`config.mk`:
```
export PLATFORM = sky130hd
export DESIGN_NAME = etapa_mem_wb
export DESIGN_NICKNAME = d
export VERILOG_FILES = /design/src/rtl/etapa_mem_wb.sv
export SDC_FILE = /design/constraint.sdc
export NUM_CORES = 1
export LEC_CHECK = 0
export CAP_MARGIN = 20
export CORE_MARGIN = 4
export CORE_UTILIZATION = 39
export CTS_CLUSTER_DIAMETER = 80
export DETAILED_ROUTE_END_ITERATION = 7
export PLACE_DENSITY = 0.81
export RECOVER_POWER = 100
export SETUP_SLACK_MARGIN = 0.4
export SYNTH_ARGS = -nofsm -noshare
export SYNTH_HDL_FRONTEND = slang
export SYNTH_SLANG_ARGS = --single-unit
```
`constraint.sdc`:
```
create_clock -name clk -period 1.99 [get_ports clk]
set_clock_uncertainty 0.2 [all_clocks]
set_input_delay 0.199 -clock clk [delete_from_list [all_inputs] [get_ports clk]]
set_output_delay 0.199 -clock clk [all_outputs]
set_load 0.02 [all_outputs]
```
`src/rtl/etapa_mem_wb.sv`:
```
// ---------------------------------------------------------------------------
// etapa_mem_wb -- MEM stage controller and MEM/WB pipeline register.
//
// Takes the EX/MEM buffer outputs, runs loads/stores against the data memory
// over a req/ack handshake, and fills the MEM/WB register for write-back.
// It also forwards the taken-branch redirect to the PC and stalls upstream
// stages while a memory access is outstanding.
//
// Ports:
//   clk, reset                 clock (rising edge), async active-low reset
//   *_MEM inputs               control, address/ALU result, store data and
//                              destination register from EX/MEM
//   mem_req/we/addr/wdata      registered request to the data memory
//   mem_ack, mem_rdata         one-cycle completion pulse and read data
//   stall_MEM                  freeze upstream stages (combinational)
//   pc_src, pc_branch          PC redirect select/target (combinational)
//   *_WB outputs               MEM/WB pipeline register
//   error_MEM                  one-cycle pulse: misaligned access,
//                              read+write conflict, or memory timeout
// ---------------------------------------------------------------------------
module etapa_mem_wb #(
  parameter int unsigned TIMEOUT_CICLOS = 255,
  parameter int unsigned CONT_ANCHO     = 8
) (
  input  logic        clk,
  input  logic        reset,
  input  logic        reg_escribir_MEM,
  input  logic        mem_a_reg_MEM,
  input  logic        mem_escribir_MEM,
  input  logic        mem_leer_MEM,
  input  logic        branch_habilitado_MEM,
  input  logic [31:0] branch_target_MEM,
  input  logic [31:0] resultado_alu_MEM,
  input  logic [31:0] dr2_forward_MEM,
  input  logic [4:0]  registro_destino_MEM,
  output logic        mem_req,
  output logic        mem_we,
  output logic [31:0] mem_addr,
  output logic [31:0] mem_wdata,
  input  logic        mem_ack,
  input  logic [31:0] mem_rdata,
  output logic        stall_MEM,
  output logic        pc_src,
  output logic [31:0] pc_branch,
  output logic        reg_escribir_WB,
  output logic        mem_a_reg_WB,
  output logic [31:0] dato_leido_WB,
  output logic [31:0] resultado_alu_WB,
  output logic [4:0]  registro_destino_WB,
  output logic        error_MEM
);

  typedef enum logic [0:0] {
    IDLE   = 1'b0,
    ESPERA = 1'b1
  } estado_t;

  // The timeout fires in the ESPERA cycle whose increment would reach
  // TIMEOUT_CICLOS, so the access lasts exactly TIMEOUT_CICLOS ESPERA cycles.
  localparam logic [CONT_ANCHO-1:0] CONT_LIMITE = CONT_ANCHO'(TIMEOUT_CICLOS - 1);

  estado_t               estado_q;
  logic [CONT_ANCHO-1:0] cont_q;
  logic                  lat_reg_escribir_q;
  logic                  lat_mem_a_reg_q;
  logic [4:0]            lat_destino_q;

  logic                  hay_op_s;
  logic                  acceso_valido_s;
  logic                  timeout_s;

  // Word accesses only: both low address bits must be zero.
  function automatic logic es_alineado(input logic [31:0] addr);
    return (addr[1:0] == 2'b00);
  endfunction

  // Request decode, timeout detection, stall and branch redirect.
  always_comb begin
    hay_op_s        = mem_leer_MEM | mem_escribir_MEM;
    acceso_valido_s = (mem_leer_MEM ^ mem_escribir_MEM) & es_alineado(resultado_alu_MEM);
    timeout_s       = (estado_q == ESPERA) && (cont_q == CONT_LIMITE);
    stall_MEM       = 1'b0;
    case (estado_q)
      IDLE: begin
        if (hay_op_s && acceso_valido_s) begin
          stall_MEM = 1'b1;
        end else begin
          stall_MEM = 1'b0;
        end
      end
      ESPERA: begin
        // Release upstream in the ack cycle and in the timeout cycle.
        stall_MEM = ~mem_ack & ~timeout_s;
      end
      default: begin
        stall_MEM = 1'b0;
      end
    endcase
    pc_src    = branch_habilitado_MEM & (estado_q == IDLE);
    pc_branch = branch_target_MEM;
  end

  // FSM, memory request registers and MEM/WB pipeline register.
  always_ff @(posedge clk or negedge reset) begin
    if (!reset) begin
      estado_q            <= IDLE;
      cont_q              <= '0;
      lat_reg_escribir_q  <= 1'b0;
      lat_mem_a_reg_q     <= 1'b0;
      lat_destino_q       <= 5'd0;
      mem_req             <= 1'b0;
      mem_we              <= 1'b0;
      mem_addr            <= 32'd0;
      mem_wdata           <= 32'd0;
      reg_escribir_WB     <= 1'b0;
      mem_a_reg_WB        <= 1'b0;
      dato_leido_WB       <= 32'd0;
      resultado_alu_WB    <= 32'd0;
      registro_destino_WB <= 5'd0;
      error_MEM           <= 1'b0;
    end else begin
      error_MEM <= 1'b0;
      case (estado_q)
        IDLE: begin
          if (hay_op_s) begin
            // Memory instructions leave a bubble in WB until they complete.
            reg_escribir_WB     <= 1'b0;
            mem_a_reg_WB        <= 1'b0;
            dato_leido_WB       <= 32'd0;
            resultado_alu_WB    <= 32'd0;
            registro_destino_WB <= 5'd0;
            if (acceso_valido_s) begin
              mem_req            <= 1'b1;
              mem_we             <= mem_escribir_MEM;
              mem_addr           <= resultado_alu_MEM;
              mem_wdata          <= dr2_forward_MEM;
              lat_reg_escribir_q <= reg_escribir_MEM;
              lat_mem_a_reg_q    <= mem_a_reg_MEM;
              lat_destino_q      <= registro_destino_MEM;
              cont_q             <= '0;
              estado_q           <= ESPERA;
            end else begin
              error_MEM <= 1'b1;
            end
          end else begin
            reg_escribir_WB     <= reg_escribir_MEM & (registro_destino_MEM != 5'd0);
            mem_a_reg_WB        <= mem_a_reg_MEM;
            dato_leido_WB       <= 32'd0;
            resultado_alu_WB    <= resultado_alu_MEM;
            registro_destino_WB <= registro_destino_MEM;
          end
        end
        ESPERA: begin
          if (mem_ack) begin
            // Ack has priority over a simultaneous timeout.
            mem_req             <= 1'b0;
            cont_q              <= '0;
            estado_q            <= IDLE;
            reg_escribir_WB     <= lat_reg_escribir_q & ~mem_we & (lat_destino_q != 5'd0);
            mem_a_reg_WB        <= lat_mem_a_reg_q;
            dato_leido_WB       <= mem_we ? 32'd0 : mem_rdata;
            resultado_alu_WB    <= mem_addr;
            registro_destino_WB <= lat_destino_q;
          end else if (timeout_s) begin
            mem_req             <= 1'b0;
            cont_q              <= '0;
            estado_q            <= IDLE;
            error_MEM           <= 1'b1;
            reg_escribir_WB     <= 1'b0;
            mem_a_reg_WB        <= 1'b0;
            dato_leido_WB       <= 32'd0;
            resultado_alu_WB    <= 32'd0;
            registro_destino_WB <= 5'd0;
          end else begin
            cont_q              <= cont_q + {{(CONT_ANCHO-1){1'b0}}, 1'b1};
            reg_escribir_WB     <= 1'b0;
            mem_a_reg_WB        <= 1'b0;
            dato_leido_WB       <= 32'd0;
            resultado_alu_WB    <= 32'd0;
            registro_destino_WB <= 5'd0;
          end
        end
        default: begin
          estado_q <= IDLE;
          mem_req  <= 1'b0;
          cont_q   <= '0;
        end
      endcase
    end
  end

endmodule

```
==> results.tsv, run 1 <==
metric	value	unit
min_path_type	input port to flop	
syn_nets	548	
synth.most_common_cell	dfrtp_1	
synth.distinct_cells	38	
synth_area_leaders	dfrtp_1 65%, mux2_2 13%, a22o_1 5.5%	
dpl.hpwl	11.75	mm
yosys.area_share.simple	0.06654	
p_per_area	1012	nW/um2
synthXorXnorAreaFrac	0.004422	
grt_setup_unrepaired	true	
outcome	completed	
rr_worst_depth	8	
finalSetupViolCount	0	
ys_async_sr_fraction	1.000	
avgSynthCellArea	14.71	um2
cts_root_buf	clkbuf_16	
cts_tree	done	
die_w	131.4	um
grt_pass1_wl	30.86	mm
antenna_left	0	
fill_cells	975	
first_iter_violations	271	
clk_latency	0.42	ns
grt_max_degree	41	
rr_startpoint	estado_q$_DFF_PN0_	
fmax	527.8	MHz
clockBufferDepth	2	
synth_area	5942	um2
synthAdderAreaFrac	0.006317	
drcViolationCount	0	
yosys.area.top_type	dfrtp_1	
portBuffers	248	
viasPerCell	5.141	
hold_violations	0	
grt_pass1_vias	5201	
gp_congestion	0.8119	
post-route-min-period	1.895	ns
tightestPinTransition	0.9579	ns
p_leak	0.005242	uW
peakVddDrop	0.0005719	V
r2r_slack	0.15	ns
synth_edf_count	0	
worstSetupEndpointType	primary output	
antenna_found_initial	0	
r2r_end	dato_leido_WB[19]$_DFF_PN0_	
ys.flop_type	dfrtp_1	
cts-htree-levels	4	
cp.arrival	1.50	ns
die_h	131.4	um
ios	313	
grt_use_total	0.2305	
post-route-util	0.7181	
worstSetupStartpoint	cont_q[6]$_DFFE_PN0P_	
min_period_over_period	0.9520	
wirelength	20.34	mm
initial_core_util	0.4027	
relSlewSlack	0.3614	
grt-ovfl-total	0	
crit_required	1.59	ns
yosys_warnings	0	
synth-compound-area-share	0.07623	
core	14750	um2
maxCapViolCount	0	
synth_commonest_cells	154 x dfrtp_1, 70 x mux2_2, 37 x a22o_1	
routedWlPerCell	22.45	um
diodes	0	
crit_path_end	stall_MEM	
crit_fanout	3	
clkTransAtPathRegs	0.06	ns
vias	4658	
synth.top_cell.area_share	0.6486	
finalPower	10720	uW
yosysSeqAreaShare	0.6486	
nets	853	
drive_gt1_frac	0.3490	
synth_top_family_by_area	multiplexers	
synth-seq-cells	154	
areaGrowthSynthToFinish	78.31	%
fp-row-count	44	
critPathKind	flop to primary output	
dieArea	17280	um2
clock-sinks	154	
startpoint_type	flop	
first_pass_iters	4	
finalMaxSlewViolations	0	
synthMuxAreaShare	0.1327	
numCtsBuffers	17	
syn-instance-count	404	
power breakdown:
part | total (uW) | leakage [uW] | internal (uW) | switching [uW]
Clock | 3720 | 0.000330 | 2400 | 1320
Sequential | 4010 | 0.00198 | 3660 | 346
Combinational | 2990 | 0.00293 | 1600 | 1390
Total | 10700 | 0.00524 | 7670 | 3050
through the flow:
step | setup TNS (ns) | std cells | hold WS (ns) | setup WS [ns] | area (um2)
2_1_floorplan | 0 | 404 | -0.2966 | 0.1196 | 6011
3_3_place_gp | -54.79 | 813 | -0.07749 | -0.5698 | 8656
3_5_place_dp | -62.09 | 813 | -0.07267 | -0.6362 | 8656
4_1_cts | 0 | 897 | 0.04423 | 0.1307 | 10390
5_1_grt | 0 | 906 | 0.1492 | 0.03162 | 10600
6_report | 0 | 906 | 0.1558 | 0.09543 | 10600
cells by family (layout without fill, tap and decap cells):
kind of cell    count (synthesis)  count (layout)
flops                         154             154
mux                            70              70
simple gates                   63              65
buf+inv                        56             372
compound gates                 55              55
fa+ha+maj                       3               3
xor+xnor                        3               3
how the worst min path moves through the flow:
stage,slack [ns],depth (start not counted),endpoint,from
3_3_place_gp,-0.08,1,dato_leido_WB[21]$_DFF_PN0_,reset
4_1_cts,0.04,2,dato_leido_WB[17]$_DFF_PN0_,reset
5_1_grt,0.15,2,dato_leido_WB[3]$_DFF_PN0_,mem_rdata[3]
3_5_place_dp,-0.07,1,dato_leido_WB[17]$_DFF_PN0_,reset
6_report,0.16,2,dato_leido_WB[2]$_DFF_PN0_,mem_rdata[2]
2_1_floorplan,-0.30,0,cont_q[0]$_DFFE_PN0P_,reset
flip-flops by register name, indices dropped and copies added, names as in the netlist, 5 cells and up:
name / cells
dato_leido_WB: 32
mem_addr: 32
mem_wdata: 32
resultado_alu_WB: 32
cont_q: 8
lat_destino_q: 5
registro_destino_WB: 5
critical path: stages (launching register included):
cell	delay, ns
dfrtp_1	0.38
and4_4	0.21
a41o_1	0.26
nand2_1	0.10
buf_6	0.13
layout make-up:
cell class / count / area (um2) / area share
Timing Repair Buffer: 336 / 3637 / 0.3433
Sequential cell: 154 / 3854 / 0.3637
Clock inverter: 13 / 239.0 / 0.02256
Inverter: 4 / 27.53 / 0.002598
Multi-Input combinational cell: 196 / 2165 / 0.2043
Clock buffer: 19 / 442.9 / 0.04180
Tap cell: 184 / 230.2 / 0.02173
metal layers:
layer	GRT usage	wire length (um)
met1	0.2574	7723
met2	0.4126	10850
met3	0.06919	1348
met4	0.09160	419
met5	0	0
what timing repair did:
action | in CTS | in global routing
hold buffers | 2 | 0
cloned | 17 | 1
hold endpoints to repair | 155 | 0
gates resized for setup | 298 | 51
buffers inserted | 33 | 8
setup endpoints to repair | 292 | 169
pin swaps | 56 | 13
layout by cell type, fill, tap and decap left out, types with 2 or more instances in the layout:
master           count
dfrtp_1            154
dlygate4sd2_1      123
clkdlybuf4s50_1    103
mux2_4              70
a22o_1              37
and2_4              33
buf_6               24
buf_12              21
buf_4               20
clkbuf_16           18
clkdlybuf4s15_1     15
buf_16              14
nand2_1              7
bufinv_16            6
nor2b_4              5
clkbuf_2             5
buf_8                4
or4_1                3
o211ai_1             3
nor2_4               3
o21ai_0              3
xor2_1               3
clkinv_4             3
buf_2                3
inv_8                2
inv_6                2
inv_1                2
nor2b_1              2
nand3_1              2
a21oi_2              2
o21ai_2              2
ha_2                 2
dlygate4sd3_1        2
(Power assumes the default switching activity.)
==> inputs of run 2 (changes only) <==
PLACE_DENSITY = 0.8   (was 0.81)
==> run 2 against run 1 <==
  * Sequential power barely moved
  * Final cell count decreased by 1.3%
  * Fmax is 0.29% higher
  * Worst setup slack improved by 0.0055 ns
  * Sequential share of layout area up 2.8 points
  * Global-route usage fell by 0.51 points
  * Non-clock buffer count shrank 12
  * Die area is the same
  * Power shrank 6.9%
  * Register-to-register slack got worse by 0.05 ns
  * Via count fell by 3.8%
  * Critical path depth increased by 1
  * Highest routed layer unchanged
==> results.tsv, run 2 (same netlist as run 1, synthesis figures left out) <==
metric	value	unit	change
maxCapViolCount	0		unchanged
layout_common_cells	154 x dfrtp_1, 119 x dlygate4sd2_1, 103 x clkdlybuf4s50_1, 43 x mux2_1, 36 x a22o_1		was 154 x dfrtp_1, 123 x dlygate4sd2_1, 103 x clkdlybuf4s50_1, 70 x mux2_4, 37 x a22o_1
clock-sinks	154		unchanged
p_clk_frac	0.338		was 0.347
critPathKind	flop to flop		was flop to primary output
min_period_over_period	0.9493		was 0.9520
cts-htree-levels	4		unchanged
crit_required	2.10	ns	was 1.59 ns
min_path_type	input port to flop		unchanged
grt_max_degree	52		was 41
core	14750	um2	unchanged
peakVddDrop	0.0006589	V	was 0.0005719 V
p_leak	0.004819	uW	was 0.005242 uW
post-route-util	0.6666		was 0.7181
hold_violations	0		unchanged
viasPerCell	5.013		was 5.141
antenna_found_initial	0		unchanged
r2r_slack	0.10	ns	was 0.15 ns
cp_common_cell	buf_12		
instances_no_fill	894		was 906
fill_cells	1098		was 975
first_pass_iters	4		unchanged
top_layer_used	met4		unchanged
grt_pass1_vias	5071		was 5201
slowest_stage	dfrtp_1		unchanged
startpoint_type	flop		unchanged
switching_share	0.3038		was 0.2847
hold_slack	0.1507	ns	was 0.1558 ns
cts_tree	done		unchanged
grt_setup_unrepaired	true		unchanged
outcome	completed		unchanged
grt_pass1_wl	30.28	mm	was 30.86 mm
p_sw	3030	uW	was 3052 uW
worstSetupEndpointType	flop		was primary output
slowest_delay	0.42	ns	was 0.38 ns
power_frac_seq	0.400		was 0.374
wl_met2	10.28	mm	was 10.85 mm
final_common_cell	dfrtp_1		unchanged
initial_core_util	0.4027		unchanged
grt_use_total	0.2254		was 0.2305
dr_wl_met3	1.304	mm	was 1.348 mm
post-route-min-period	1.889	ns	was 1.895 ns
gp_congestion	0.8006		was 0.8119
multi_input_area	1974	um2	was 2165 um2
portBuffers	248		unchanged
p_int	6946	uW	was 7666 uW
nets	841		was 853
numCtsBuffers	17		unchanged
grt-ovfl-total	0		unchanged
antenna_left	0		unchanged
clk_latency	0.42	ns	about the same
diodes	0		unchanged
fp-row-count	44		unchanged
tightestPinTransition	1.265	ns	was 0.9579 ns
p_per_area	1014	nW/um2	was 1012 nW/um2
clockBufferDepth	2		unchanged
fin_tns_setup	0	ns	unchanged
areaGrowthSynthToFinish	65.53	%	was 78.31%
crit_path_cell_trace	and2b_4, buf_12, buf_12, buf_2, mux2_1		was and4_4, a41o_1, nand2_1, buf_6
ios	313		unchanged
drive_gt1_frac	0.2479		was 0.3490
finalMaxSlewViolations	0		unchanged
drcViolationCount	0		unchanged
dpl.hpwl	11.58	mm	was 11.75 mm
drt-met1-wl	7.572	mm	was 7.723 mm
die_h	131.4	um	unchanged
relSlewSlack	0.1565		was 0.3614
dieArea	17280	um2	unchanged
cp.arrival	2.00	ns	was 1.50 ns
routedWlPerCell	22.17	um	was 22.45 um
dp.cells	812		was 813
crit_fanout	7		was 3
die_w	131.4	um	unchanged
cts_root_buf	clkbuf_16		unchanged
seqCellArea	3854	um2	unchanged
vias	4482		was 4658
fmax	529.3	MHz	was 527.8 MHz
finalSetupViolCount	0		unchanged
power.share.combinational	0.262		was 0.279
clkTransAtPathRegs	0.07	ns	was 0.06 ns
wirelength	19.82	mm	was 20.34 mm
first_iter_violations	182		was 271
==> run 2: changes by cell type in the layout (fill, tap and decap cells not counted), sizes merged <==
| cell | delta |
|---|---|
| buf | -30 |
| bufinv | -3 |
| clkbuf | +21 |
| clkdlybuf4s15 | -15 |
| clkdlybuf4s25 | +14 |
| clkinv | -1 |
| clkinvlp | +2 |
| dlygate4sd2 | -4 |
| inv | +4 |
==> run 2: layer usage <==
metal | global-route usage | vias up
li1 | - | 1976
met1 | 0.2633 | 2226
met2 | 0.3917 | 215
met3 | 0.06881 | 65
met4 | 0.08460 | 0
met5 | 0 | -
==> run 2: what timing repair did <==
item | CTS | global route
pin swaps | 30 | 50
hold endpoints to repair | 155 | 0
hold buffers | 2 | 0
gates resized for setup | 259 | 98
setup buffers | 25 | 8
endpoints found under the setup margin | 292 | 164
cloned | 13 | 2
==> run 2: layout make-up <==
cell class | instances | area share
clock buffers | 17 | 0.04325
clock inverters | 15 | 0.01921
inverters | 4 | 0.002799
multi-input cells | 196 | 0.2007
flip-flops and latches | 154 | 0.3918
well taps | 184 | 0.02341
repair buffers | 324 | 0.3188
==> run 2: worst max-delay path: cells and delay by family, from the launching register on <==
kind / cells / cell delay (ns)
flops: 1 / 0.42
buf+inv: 3 / 0.49
simple gates: 1 / 0.31
mux: 1 / 0.35
==> run 2: through the flow <==
stage	cell area [um2]	worst slack, ns	total power (uW)
after floorplan	6011	0.1196	5311
after global placement	8648	-0.5777	6700
after detailed placement	8648	-0.6092	6782
after CTS	9951	0.1369	10160
after global routing	9836	0.04834	10380
final	9836	0.1009	9976
==> run 2: final timing paths <==
kind                                            from                           to  cells after the start
max reg2reg                       estado_q$_DFF_PN0_     mem_addr[25]$_DFFE_PN0P_                      5
min reg2reg                mem_wdata[29]$_DFFE_PN0P_    mem_wdata[29]$_DFFE_PN0P_                      1
min in group asynchronous                      reset  dato_leido_WB[25]$_DFF_PN0_                      2
min                                     mem_rdata[4]   dato_leido_WB[4]$_DFF_PN0_                      2
max                               estado_q$_DFF_PN0_     mem_addr[25]$_DFFE_PN0P_                      5
max in group asynchronous                      reset  dato_leido_WB[14]$_DFF_PN0_                      3
==> run 2: power groups by stage <==
stage | sequential, uW | combinational [uW] | clock [uW]
4_1_cts | 3990 | 2750 | 3420
6_report | 3990 | 2620 | 3370
3_5_place_dp | 4050 | 2740 | 0
2_1_floorplan | 4600 | 712 | 0
3_3_place_gp | 4000 | 2700 | 0
5_1_grt | 4050 | 2770 | 3560
